===== src/rtl/tx_dibit_framer.sv =====
// Byte-to-dibit unpacker that prepends a fixed alternating preamble to each packet
// and presents one {I,Q} symbol per output handshake to the QPSK mapper.
module tx_dibit_framer #(
    parameter int unsigned PREAMBLE_SYMS = 16,
    parameter logic [1:0]  PREAMBLE_A    = 2'b11,
    parameter logic [1:0]  PREAMBLE_B    = 2'b00
) (
    input  logic       clk,
    input  logic       rst,
    input  logic [7:0] in_data,
    input  logic       in_valid,
    input  logic       in_last,
    output logic       in_ready,
    output logic       out_I,
    output logic       out_Q,
    output logic       out_valid,
    output logic       out_last,
    input  logic       out_ready,
    output logic       busy
);

    typedef enum logic [1:0] {
        IDLE     = 2'd0,
        PREAMBLE = 2'd1,
        PAYLOAD  = 2'd2
    } state_t;

    localparam logic [7:0] PRE_LAST = 8'(PREAMBLE_SYMS - 1);

    state_t     state;
    logic [7:0] pre_cnt;
    logic [7:0] shreg;
    logic [1:0] sym_cnt;
    logic       buf_valid;
    logic       buf_last;
    logic [1:0] pre_sym;
    logic       out_hs;
    logic       in_hs;

    // Outputs are decoded from registers only; in_ready alone sees out_ready
    // so a new byte can load in the same cycle the previous one drains.
    always_comb begin
        pre_sym   = pre_cnt[0] ? PREAMBLE_B : PREAMBLE_A;
        out_valid = (state == PREAMBLE) | ((state == PAYLOAD) & buf_valid);
        out_I     = (state == PREAMBLE) ? pre_sym[1] : ((state == PAYLOAD) & buf_valid & shreg[7]);
        out_Q     = (state == PREAMBLE) ? pre_sym[0] : ((state == PAYLOAD) & buf_valid & shreg[6]);
        out_last  = (state == PAYLOAD) & buf_valid & buf_last & (sym_cnt == 2'd3);
        in_ready  = (state == PAYLOAD) &
                    (~buf_valid | (out_ready & (sym_cnt == 2'd3) & ~buf_last));
        busy      = (state != IDLE);
    end

    assign out_hs = out_valid & out_ready;
    assign in_hs  = in_valid & in_ready;

    always_ff @(posedge clk or posedge rst) begin
        if (rst) begin
            state     <= IDLE;
            pre_cnt   <= 8'd0;
            shreg     <= 8'd0;
            sym_cnt   <= 2'd0;
            buf_valid <= 1'b0;
            buf_last  <= 1'b0;
        end else begin
            case (state)
                IDLE: begin
                    if (in_valid) begin
                        state <= (PREAMBLE_SYMS == 0) ? PAYLOAD : PREAMBLE;
                    end
                end
                PREAMBLE: begin
                    if (out_ready) begin
                        if (pre_cnt == PRE_LAST) begin
                            pre_cnt <= 8'd0;
                            state   <= PAYLOAD;
                        end else begin
                            pre_cnt <= pre_cnt + 8'd1;
                        end
                    end
                end
                PAYLOAD: begin
                    if (out_hs) begin
                        shreg   <= {shreg[5:0], 2'b00};
                        sym_cnt <= sym_cnt + 2'd1;
                        if (sym_cnt == 2'd3) begin
                            buf_valid <= 1'b0;
                            if (buf_last) begin
                                buf_last <= 1'b0;
                                state    <= IDLE;
                            end
                        end
                    end
                    // A load in the draining cycle overrides the shift above.
                    if (in_hs) begin
                        shreg     <= in_data;
                        buf_valid <= 1'b1;
                        sym_cnt   <= 2'd0;
                        buf_last  <= in_last;
                    end
                end
                default: state <= IDLE;
            endcase
        end
    end

endmodule


===== config.mk =====
export PLATFORM = sky130hd
export DESIGN_NAME = tx_dibit_framer
export DESIGN_NICKNAME = d
export VERILOG_FILES = /design/src/rtl/tx_dibit_framer.sv
export SDC_FILE = /design/constraint.sdc
export NUM_CORES = 1
export LEC_CHECK = 0
export CORE_MARGIN = 2
export CORE_UTILIZATION = 24
export DETAILED_ROUTE_END_ITERATION = 8
export GPL_TIMING_DRIVEN = 0
export HOLD_SLACK_MARGIN = 0.03
export PLACE_DENSITY = 0.47
export SETUP_SLACK_MARGIN = 0.2
export SYNTH_ARGS = -nofsm -noshare
export SYNTH_HDL_FRONTEND = slang
export SYNTH_SLANG_ARGS = --single-unit

===== constraint.sdc =====
create_clock -name clk -period 2.2 [get_ports clk]
set_input_delay 0.22 -clock clk [delete_from_list [all_inputs] [get_ports clk]]
set_output_delay 0.22 -clock clk [all_outputs]
set_load 0.01 [all_outputs]

==> results of run 1 <==
## metrics by stage
stage               area (sq um)  hold slack (ns)  cells   util  worst slack [ns]
finish                      1520            0.441    203  0.322             0.291
global route                1520            0.497    203  0.322             0.196
CTS                         1510            0.477    202  0.319             0.210
detailed placement          1450            0.484    198  0.306             0.232
global placement            1450            0.474    198  0.306             0.245
floorplan                   1180            0.209    113      -             0.790
## how the worst max path moves through the flow
stage | from | endpoint | depth (start not counted)
2_1_floorplan | sym_cnt[0] | shreg[0] | 5
3_3_place_gp | out_ready | in_ready | 4
3_5_place_dp | out_ready | in_ready | 4
4_1_cts | sym_cnt[0] | in_ready | 4
5_1_grt | state[1] | out_I | 4
6_report | state[0] | out_last | 5
## layout make-up
class,count,share of cell area
plain buffers,5,0.0288
clock buffers,4,0.0362
inverters,7,0.0173
multi-input cells,79,0.376
flip-flops and latches,22,0.362
well taps,67,0.0551
repair buffers,19,0.125
## cells by family after synthesis
| logic type | share of synthesized area |
|---|---|
| AOI/OAI and AO/OA | 0.0804 |
| xor gates and xnor gates | 0.0370 |
| and+or+nand+nor | 0.182 |
| muxes | 0.154 |
| buffers and inverters | 0.0593 |
| DFF | 0.466 |
| adders and majority gates | 0.0212 |
## timing repair
| item | in CTS | in global routing |
|---|---|---|
| pin swaps | 0 | 0 |
| buffers inserted | 0 | 1 |
| gates resized for setup | 2 | 3 |
| gates cloned | 0 | 0 |
| endpoints found under the setup margin | 3 | 3 |
## registers in the layout (all words and copies together) (netlist names)
name	flops
shreg	8
buf_valid	1
buf_last	1
pre_cnt	8
sym_cnt	2
state	2
## synth_stat cells (all sizes together), types with 2 or more instances
cell type,count,area [sq um]
dfrtp,22,551
nand4b,2,17.5
nand2b,3,26.3
nand2,7,26.3
mux2i,16,160
inv,7,26.3
xor2,5,43.8
nor2,16,60.1
nor3,2,10.0
nand4,2,12.5
nand3b,2,15.0
mux2,2,22.5
a31o,2,17.5
ha,2,25.0
o21ai,4,20.0
buf,5,43.8
nand3,3,15.0
## power by group through the flow
stage / clock, W / combinational (W) / sequential, W
2_1_floorplan: 0 / 0.000205 / 0.000509
3_3_place_gp: 0 / 0.000333 / 0.000521
3_5_place_dp: 0 / 0.000341 / 0.000522
4_1_cts: 0.000310 / 0.000343 / 0.000516
5_1_grt: 0.000328 / 0.000387 / 0.000524
6_report: 0.000295 / 0.000346 / 0.000514
## per-layer routing
layer  vias up  track usage  part of all wire
met5         -            0                 0
met4         0       0.0242            0.0081
met3         4       0.0230             0.040
met2        19        0.147              0.43
met1       412        0.157              0.52
li1        438            -                 -
## worst register-to-register path, cell delays in order, from the launching register on
cell	delay, ns
dfrtp_1	0.38
ha_2	0.22
nand3b_1	0.14
a211oi_4	0.34
buf_6	0.21
mux2i_1	0.20
==> summary.md, run 1 <==
| Metric | Value |
|---|---|
| CTS Hold Bufs | `0` |
| Asr flop ratio synth | `1.00` |
| CTS root buf | `clkbuf_8` |
| Clock skew | `0.00678 ns` |
| Num CTS Buffers | `3` |
| FP Rows | `25` |
| Cells after Synth | `113` |
| Post-route DRC violation count | `0` |
| Worst-path clk slew | `0.09 ns` |
| Power density cells | `758 nW/um^2` |
| WL/cell | `12.1 um` |
| Sw power | `0.000342 W` |
| Clk sinks | `22` |
| Final ANT Viol Nets | `0` |
| Switching Share | `0.296` |
| Buf/Inv on CP | `3` |
| Maximum number of pins on one net before global-route repair | `23` |
| Core Area | `4720 sq um` |
| Via density | `4.30` |
| Dpl hpwl | `1820 um` |
| Ys Warns | `0` |
| TritonCTS clock tree | `yes` |
| Reg-to-reg endpoint | `shreg[4]` |
| R2R Path Start | `sym_cnt[0]` |
| Via Count | `873` |
| Unrepaired setup endpoints after global routing | `false` |
| Grt ovf | `0` |
| F_max | `0.524 GHz` |
| Area of the die | `5500 sq um` |
| Status | `finished, final reports clean` |
| Mapped Area | `1180 sq um` |
| Tot Pwr | `0.00115 W` |
| Setup violators final | `0` |
| Flops & latches, synth | `22` |
| Int Power | `0.000813 W` |
| Syn avg cell area | `10.5 sq um` |
| Slowest library cell on the worst path | `clkdlybuf4s50_1` |
| Reg2Reg Setup Slack | `0.64 ns` |
| Maximum VDD drop | `0.000311 V` |
| Crit. End Element | `primary output` |
| First-pass GRT wire length | `4320 um` |
| Crit Path Class | `reg2out` |
| Period utilization | `0.868` |
| Reg2Reg Depth | `5` |
| Top-level I/O count | `19` |
| Leakage power | `0.718 nW` |
| Clock Path Buffers | `2` |
| CTS H-Tree Depth | `1` |
| Register area share after synthesis | `0.466` |
| WP data arrival | `1.69 ns` |
| Commonest non-fill, non-tap cell in the layout | `dfrtp_1` |
| Share of cells above drive strength 1 | `0.147` |
| 1st-pass router iterations | `4` |
| Delay-heaviest family, CP | `buffers and inverters` |
| Sequential power share | `0.445` |
| Slowest Stage Delay on Critical Path | `0.54 ns` |
| Number of distinct library cells after synthesis | `30` |
| Worst slew pin tran | `0.891 ns` |
| CP max FO | `9` |
| GPL Wtd Cong | `0.804` |
| Filler instances | `493` |
| Post-synthesis net count | `128` |
| Die width | `74.2 um` |
| Chip height | `74.2 um` |
| Critical Path Most Common Cell | `buf_6` |
| Tot GR Track Use | `0.103` |
| Max_slew headroom | `0.406` |
| Logic pwr share | `0.299` |
| Crit-path cells | `buf_6, nand2b_4, buf_6, nor2_1, clkdlybuf4s50_1` |
| Hold Vio Cnt, Final | `0` |
| Final wirelength | `2460 um` |
| Max cap viols | `0` |
| Slew Limit Fails | `0` |
| Most frequent cells in the layout | `21 x dfrtp_1, 17 x clkdlybuf4s50_1, 16 x mux2i_1, 16 x nor2_1` |
| Multi-input gate area | `572 sq um` |
| Area Overhead vs Synth | `28.8%` |
| Initial core utilization | `0.250` |
| Diode count | `0` |
| Setup tns final | `0 ns` |
| Clock power frac | `0.256` |
| Initial antenna violation count | `0` |
| Worst hold path class | `in2async` |
| Fin crit period | `1.91 ns` |
| Drt initial violations | `28` |
| EDFF count, synth | `0` |
| # port buffers | `18` |
| Insertion delay to the later sink of the worst-skew pair | `0.26 ns` |
| Startpoint types | `flop` |
| Main synth FF type | `dfrtp_1` |
| Nets | `152` |
| Register area | `552 sq um` |
| Crit path required time | `1.98 ns` |
| Vias in the first global route | `863` |
No activity file was read; power rests on OpenSTA's default activity.
==> inputs of run 2 (changes only) <==
CAP_MARGIN = 5   (was unset)
CTS_BUF_LIST = sky130_fd_sc_hd__clkbuf_4 sky130_fd_sc_hd__clkbuf_8   (was unset)
==> results of run 2 <==
Final layout, timing and power as in run 1 (identical DEF).
